## src/rtl/bcd2bin_if.sv

```systemverilog
// Handshake/data bundle for the sequential BCD-to-binary converter.
// The master issues start/din; the slave returns busy/done/dout/err.
interface bcd2bin_if #(
    parameter int unsigned DIGITS = 3,
    parameter int unsigned BIN_W  = 10
);
    logic                  start;
    logic [4*DIGITS-1:0]   din;
    logic                  busy;
    logic                  done;
    logic [BIN_W-1:0]      dout;
    logic                  err;

    modport master (output start, output din,
                    input  busy,  input  done, input dout, input err);
    modport slave  (input  start, input  din,
                    output busy,  output done, output dout, output err);
endinterface

```

## src/rtl/bcd2bin.sv

```systemverilog
// Sequential BCD-to-binary converter using reverse double-dabble, one bit per clock.
// Invalid digits (>9) complete immediately with err set and a zero result.
module bcd2bin #(
    parameter int unsigned DIGITS = 3,
    parameter int unsigned BIN_W  = 10
) (
    input  logic       clk,
    input  logic       rst,
    bcd2bin_if.slave   bus
);
    localparam int unsigned BCD_W = 4 * DIGITS;
    localparam int unsigned SR_W  = BCD_W + BIN_W;
    localparam int unsigned CNT_W = (BIN_W > 1) ? $clog2(BIN_W) : 1;

    function automatic longint unsigned pow10(input int unsigned n);
        longint unsigned r;
        r = 1;
        for (int unsigned i = 0; i < n; i++) r = r * 10;
        return r;
    endfunction

    localparam longint unsigned MAX_BCD = pow10(DIGITS) - 1;

    // The largest decimal operand must fit in the binary result.
    generate
        if (BIN_W < 64 && (64'(1) << BIN_W) <= MAX_BCD) begin : g_bad_width
            $error("bcd2bin: BIN_W too small for DIGITS");
        end
    endgenerate

    typedef enum logic {IDLE, SHIFT} state_e;

    state_e            state_q;
    logic [SR_W-1:0]   sr_q;
    logic [SR_W-1:0]   sr_d;
    logic [SR_W-1:0]   shifted;
    logic [CNT_W-1:0]  cnt_q;
    logic              busy_q;
    logic              done_q;
    logic [BIN_W-1:0]  dout_q;
    logic              err_q;
    logic              din_ok_c;

    // One reverse double-dabble step: shift right, then correct each BCD digit >= 8.
    always_comb begin
        shifted = sr_q >> 1;
        sr_d    = shifted;
        for (int d = 0; d < int'(DIGITS); d++) begin
            if (shifted[BIN_W + 4*d +: 4] >= 4'd8)
                sr_d[BIN_W + 4*d +: 4] = shifted[BIN_W + 4*d +: 4] - 4'd3;
        end
    end

    always_comb begin
        din_ok_c = 1'b1;
        for (int d = 0; d < int'(DIGITS); d++) begin
            if (bus.din[4*d +: 4] > 4'd9) din_ok_c = 1'b0;
        end
    end

    always_ff @(posedge clk) begin
        if (rst) begin
            state_q <= IDLE;
            sr_q    <= '0;
            cnt_q   <= '0;
            busy_q  <= 1'b0;
            done_q  <= 1'b0;
            dout_q  <= '0;
            err_q   <= 1'b0;
        end else begin
            done_q <= 1'b0;
            case (state_q)
                IDLE: begin
                    if (bus.start) begin
                        if (din_ok_c) begin
                            sr_q    <= {bus.din, BIN_W'(0)};
                            cnt_q   <= '0;
                            busy_q  <= 1'b1;
                            state_q <= SHIFT;
                        end else begin
                            done_q <= 1'b1;
                            err_q  <= 1'b1;
                            dout_q <= '0;
                        end
                    end
                end
                SHIFT: begin
                    sr_q  <= sr_d;
                    cnt_q <= cnt_q + CNT_W'(1);
                    if (cnt_q == CNT_W'(BIN_W - 1)) begin
                        dout_q  <= sr_d[BIN_W-1:0];
                        err_q   <= 1'b0;
                        done_q  <= 1'b1;
                        busy_q  <= 1'b0;
                        state_q <= IDLE;
                    end
                end
                default: state_q <= IDLE;
            endcase
        end
    end

    assign bus.busy = busy_q;
    assign bus.done = done_q;
    assign bus.dout = dout_q;
    assign bus.err  = err_q;

endmodule

```

## src/flat_wrapper.sv

```systemverilog
// flat-port wrapper written by rule: the top's interface ports become plain ports
module bcd2bin_flat 
#(
    parameter int unsigned DIGITS = 3,
    parameter int unsigned BIN_W  = 10
)
  (clk, rst, bus_start, bus_din, bus_busy, bus_done, bus_dout, bus_err);
  bcd2bin_if #(.DIGITS(DIGITS), .BIN_W(BIN_W)) bus_i ();
  input  logic clk;
  input  logic rst;
  input wire logic [$bits(bus_i.start)-1:0] bus_start;
  input wire logic [$bits(bus_i.din)-1:0] bus_din;
  output wire logic [$bits(bus_i.busy)-1:0] bus_busy;
  output wire logic [$bits(bus_i.done)-1:0] bus_done;
  output wire logic [$bits(bus_i.dout)-1:0] bus_dout;
  output wire logic [$bits(bus_i.err)-1:0] bus_err;
  assign bus_i.start = bus_start;
  assign bus_i.din = bus_din;
  assign bus_busy = bus_i.busy;
  assign bus_done = bus_i.done;
  assign bus_dout = bus_i.dout;
  assign bus_err = bus_i.err;
  bcd2bin #(.DIGITS(DIGITS), .BIN_W(BIN_W)) u_core (.clk(clk), .rst(rst), .bus(bus_i));
endmodule
```

## config.mk

```make
export PLATFORM = sky130hd
export DESIGN_NAME = bcd2bin_flat
export DESIGN_NICKNAME = d
export VERILOG_FILES = /design/src/rtl/bcd2bin_if.sv /design/src/rtl/bcd2bin.sv /design/src/flat_wrapper.sv
export SDC_FILE = /design/constraint.sdc
export NUM_CORES = 1
export LEC_CHECK = 0
export ABC_AREA = 1
export CORE_ASPECT_RATIO = 0.7
export CORE_MARGIN = 1
export CORE_UTILIZATION = 54
export DETAILED_ROUTE_END_ITERATION = 8
export PLACE_DENSITY = 0.81
export SLEW_MARGIN = 20
export SYNTH_ARGS = -nofsm -noshare
export SYNTH_HDL_FRONTEND = slang
export SYNTH_SLANG_ARGS = --single-unit
```

## constraint.sdc

```tcl
create_clock -name clk -period 1.6 [get_ports clk]
set_input_delay 0.4 -clock clk [delete_from_list [all_inputs] [get_ports clk]]
set_output_delay 0.4 -clock clk [all_outputs]
set_load 0.02 [all_outputs]
```

# After elaboration in Yosys (flattened, before gate mapping)
# Cells that the tools add are included.
dict set report totals {
  reg_bits 40
  in_bits 15
  out_inout_bits 13
  word_cells 57
}
dict set report classes {
  addsub 4
  magnitude_cmp 6
  eq_ne 5
  n_mux 31
  bitwise_logic 1
  reduce_logical 3
}
# cell count
set op_table {}
lappend op_table {{22-bit two-way mux} 2}
lappend op_table {{22-bit case mux with 2 select lines} 1}
lappend op_table {{10-bit two-way mux} 3}
lappend op_table {{4-bit two-way mux} 5}
lappend op_table {{10-bit case mux with 2 select lines} 1}
lappend op_table {{1-bit two-way mux} 14}
lappend op_table {{4-bit > comparator (second input constant)} 3}
lappend op_table {{4-bit >= comparator (second input constant)} 2}
lappend op_table {{1-bit case mux with 2 select lines} 4}
lappend op_table {{4-bit case mux with 2 select lines} 1}
lappend op_table {{4-bit by 2-bit subtractor with 4-bit output (second input constant)} 2}
lappend op_table {{2-bit inequality test (second input constant)} 3}
lappend op_table {{3-bit AND reduction} 2}
lappend op_table {{4-bit by 1-bit adder with 4-bit output (second input constant)} 1}
lappend op_table {{4-bit == test (second input constant)} 1}
lappend op_table {{3-bit by 4-bit >= comparator with 1-bit output (second input constant)} 1}
lappend op_table {{3-bit by 2-bit subtractor with 4-bit output (second input constant)} 1}
lappend op_table {{2-bit by 1-bit inequality test with 1-bit output (second input constant)} 1}
lappend op_table {{2-bit AND reduction} 1}
lappend op_table {{1-bit NOT} 1}

# Logic depth before layout (Yosys ltp)
dict set report logic_depth {
  depth_word 7
  ltp_mapped 8
  mapped_depth_nobuf 8
}

# Least setup slack after synthesis
# OpenSTA, ideal clock, no wires.
dict set report synth_path {
  path_type {flip-flop to flip-flop}
  from {register u_core.sr_q[11]}
  to {register u_core.sr_q[11]}
  setup_time_ns 0.113
  arrival_time_ns 1.093
  required_time_ns 1.487
  path_slack_ns 0.394
  path_stages_with_launch 9
  n_path_buf 0
  synth_period_minus_slack_ns 1.206
  cell_sequence {dfxtp_1 > inv_1 > ha_1 > nand2_1 > o21ai_0 > mux2i_1 > nand3_1 > nand2_1 > nor2_1}
}
dict set report synth_between {
  elab_chain_cells 3
  word_cells_on_any_way 4
  cone_classes {add/sub (1); order compare (1); mux (2)}
}
# item line_no
set synth_lines {}
lappend synth_lines {{from (decl)} bcd2bin.sv:34} ;# logic [SR_W-1:0] sr_q;
lappend synth_lines {{from (signal assigned)} bcd2bin.sv:76} ;# sr_q <= {bus.din, BIN_W'(0)};
lappend synth_lines {{from (signal assigned)} bcd2bin.sv:88} ;# sr_q <= sr_d;
lappend synth_lines {{4-bit by 2-bit subtractor with 4-bit output or 4-bit >= comparator (tied branches)} {bcd2bin.sv:50, bcd2bin.sv:49}}
lappend synth_lines {{4-bit two-way mux *} bcd2bin.sv:49} ;# if (shifted[BIN_W + 4*d +: 4] >= 4'd8)
lappend synth_lines {{22-bit case mux with 2 select lines *} bcd2bin.sv:72} ;# case (state_q)
# Mark *: on every way between the ends. The rest lies on a longest branch, timed or not.
# A chain may end at the register's enable or synchronous reset.

# Final worst setup path
dict set report layout_path {
  from {input port bus_din[6]}
  to {register u_core.sr_q[18]}
}
dict set report layout_between {
  elab_chain_cells 5
}
# item line_no
set layout_lines {}
lappend layout_lines {{from (decl)} flat_wrapper.sv:12} ;# input wire logic [$bits(bus_i.din)-1:0] bus_din;
lappend layout_lines {{4-bit > comparator} bcd2bin.sv:57} ;# if (bus.din[4*d +: 4] > 4'd9) din_ok_c = 1'b0;
lappend layout_lines {{1-bit two-way mux (2 in series)} bcd2bin.sv:57}
lappend layout_lines {{2-bit by 1-bit inequality test with 1-bit output (no line)} --}
lappend layout_lines {{2-bit AND reduction (no line)} --}
# Every way passes these cells.

==> run metrics <==
antenna violations before repair=0; die area=a little under 4000 µm²; Comb power frac=0.137; Worst Path Max Fanout=5; final setup TNS=0 ns; Post-Route WL=between 4000 and 5000 µm; Gate Count Post-Synth=between 200 and 300; fillcell total=around 260; PwrDens=930 nW/µm²; switching fraction of total power=0.243; Buffers on Ports=27; die height=around 52 µm; Pint=about 1.8 mW; post-cts gate resize count=13; Psw=around 570 µW; Inst Count DP=roughly 330; clk slew on worst S/H paths=approximately 0.080 ns; starting density of the core=0.593; setup ws final=about 0.072 ns; TritonRoute pass-1 iters=5; Setup Viol. Count Final=0; Ports=28; CTS Buf Count=5; final hold vios=0; Mapped Area=around 2000 µm²; Multi-input gate area=1010 µm²; hpwl dp=roughly 3000 µm; hold buffers post-CTS=0; sequential share of power=0.441; overall power=between 2 and 2.5 mW; Max Slew Vio Count=0; Critical Path Start Type=input port; layout cells sized above 1=0.190; vias per cell=5.41; global-route wire length before repair=~7700 µm; Area after DPL=~2400 µm²; Util after Layout=0.763; die width=~74 µm; Slowest-stage cell, CP=clkdlybuf4s50_1; remaining global-route overflow=0; worst skew pair latency=around 0.3 ns; Worst path max stage delay=between 0.4 and 0.5 ns; Core Region=~3300 µm²; Worst EP required=between 1.5 and 2 ns; Setup Fix Bufs, Post-CTS=0; critical path type=in -> reg; clock buffer depth=2; synth unique cells=25; area grow syn2layout=28.7%; CTS tree=done; Cell Chain, Critical Path=clkdlybuf4s50_1, o21ai_4, and2_1, nand3_1, o21ai_0, nor2_1; run status=completed; Hold WC Path Type=reg -> reg; global-route usage over all layers=0.273; Core Rows=17; fin area=roughly 2500 µm²; DRC viols=0; initial DRC count=146; Post-Syn Area per Cell=around 7.8 µm²; fmax=about 0.65 GHz; Detail Route Antenna Nets=0; Seq cells post-synth=39; Final #Nets=310; CTS H-tree lvls=2; Worst EP arrival=between 1.5 and 2 ns; Static Leak=approximately 1.0 nW; share of power burned in the clock network=0.422; final setup skew=slightly below 0.008 ns; gpl congestion=0.837; Hold Slack=between 0.4 and 0.5 ns; dpl ws=-0.224 ns; yosys warns=0; vias in the first global route=1660; largest net degree at the start of global routing=24; clk sinks=39; sequential cell area fraction in the yosys report=0.399; RSZ-0062 raised after global routing=no; Clk Tree Root Cell=clkbuf_8; drt wl/cell=~13 µm; register area=781 µm²; Layout Cells excl Fill=between 300 and 400; crit end category=flip-flop; vias=approximately 1.8k; syn_nets=approximately 270; n_diodes=0; minimum clock period=~1.5 ns; fin crit share=0.955; # Max-Cap Violations=0; Max-slew headroom=0.771; measured slew at the worst slew-check pin=between 0.3 and 0.4 ns; maximum VDD drop=around 720 µV
synth_stat cells:
| library cell | number | area (µm²) |
|---|---|---|
| buf_4 | 2 | 15.0 |
| clkbuf_1 | 3 | 11.3 |
| nand4_1 | 2 | 12.5 |
| nor3_2 | 1 | 10.0 |
| mux2i_1 | 2 | 20.0 |
| nand3_1 | 40 | 200 |
| inv_2 | 1 | 3.75 |
| nand2_2 | 4 | 25.0 |
| nand2_1 | 38 | 143 |
| buf_12 | 1 | 20.0 |
| inv_1 | 17 | 63.8 |
| buf_2 | 6 | 30.0 |
| o21ai_4 | 3 | 48.8 |
| a21oi_2 | 8 | 70.1 |
| a21oi_1 | 28 | 140 |
| or2_2 | 1 | 6.26 |
| o21ai_0 | 10 | 50.1 |
| nand3_2 | 9 | 90.1 |
| clkbuf_2 | 2 | 10.0 |
| and2_1 | 1 | 6.26 |
| nor2_1 | 25 | 93.8 |
| dfxtp_1 | 39 | 781 |
| nand4_4 | 1 | 21.3 |
| buf_1 | 2 | 7.51 |
| ha_1 | 6 | 75.1 |
cell families after synthesis:
kind of cell,share of synthesized area
DFF,0.399
AOI/OAI and AO/OA,0.158
adders and majority gates,0.0384
and+or+nand+nor,0.311
buffers and inverters,0.0826
muxes,0.0102
final timing paths:
path | start | end | slack [ns] | cells after the start
setup / recovery | bus_din[6] | u_core.sr_q[18]$_SDFFE_PP0P_ | 0.07 | 6
hold / removal | u_core.bus.err$_SDFFE_PP0P_ | u_core.bus.err$_SDFFE_PP0P_ | 0.46 | 2
setup reg to reg | u_core.sr_q[11]$_SDFFE_PP0P_ | u_core.sr_q[11]$_SDFFE_PP0P_ | 0.24 | 8
hold reg to reg | u_core.bus.err$_SDFFE_PP0P_ | u_core.bus.err$_SDFFE_PP0P_ | 0.46 | 2
power by group through the flow:
| stage | Clock, mW | Sequential, mW | Combinational (mW) |
|---|---|---|---|
| 2_1_floorplan | 0 | 1.05 | 0.183 |
| 3_3_place_gp | 0 | 1.05 | 0.314 |
| 3_5_place_dp | 0 | 1.05 | 0.320 |
| 4_1_cts | 1.00 | 1.03 | 0.321 |
| 5_1_grt | 1.04 | 1.04 | 0.354 |
| 6_report | 0.988 | 1.03 | 0.320 |
routing by layer:
metal / track usage / share of wire / wire length [µm]
met2: 0.435 / 0.47 / 2060
met3: 0.0885 / 0.051 / 228
met4: 0.0962 / 0.016 / 70
met1: 0.345 / 0.47 / 2070
met5: 0 / 0 / 0
sequential cells by signal (all words and copies together) (netlist names):
name             flops
u_core.bus.busy      1
u_core.bus.done      1
u_core.bus.dout     10
u_core.bus.err       1
u_core.cnt_q         4
u_core.sr_q         21
u_core.state_q       1
cell usage in the layout, fill, tap and decap left out, types with 2 or more instances in the layout:
master           instances
inv_1                   17
buf_12                   5
a21oi_2                  8
nand2_1                 38
buf_4                   14
nand2_2                  4
ha_1                     6
clkbuf_8                 5
nor2_1                  25
nand3_1                 40
clkdlybuf4s50_1         14
o21ai_4                  3
nand3_2                  9
dlygate4sd2_1           13
o21ai_0                 10
bufinv_16                2
a21oi_1                 28
mux2i_1                  2
dfxtp_1                 39
nand4_1                  2
final cells by class:
| cell class | count | area share |
|---|---|---|
| tap | 47 | 0.0234 |
| clock inverter | 3 | 0.0269 |
| inverter | 18 | 0.0269 |
| multi-input combinational | 179 | 0.402 |
| clock buffer | 5 | 0.0274 |
| sequential | 39 | 0.310 |
| timing repair buffer | 46 | 0.183 |
critical path: cells and delay by family:
kind / cells / cell delay, ns
AO/OA/AOI/OAI: 2 / 0.46
buffers and inverters: 1 / 0.46
AND/OR/NAND/NOR: 3 / 0.39
No activity file was read; power rests on OpenSTA's default activity.
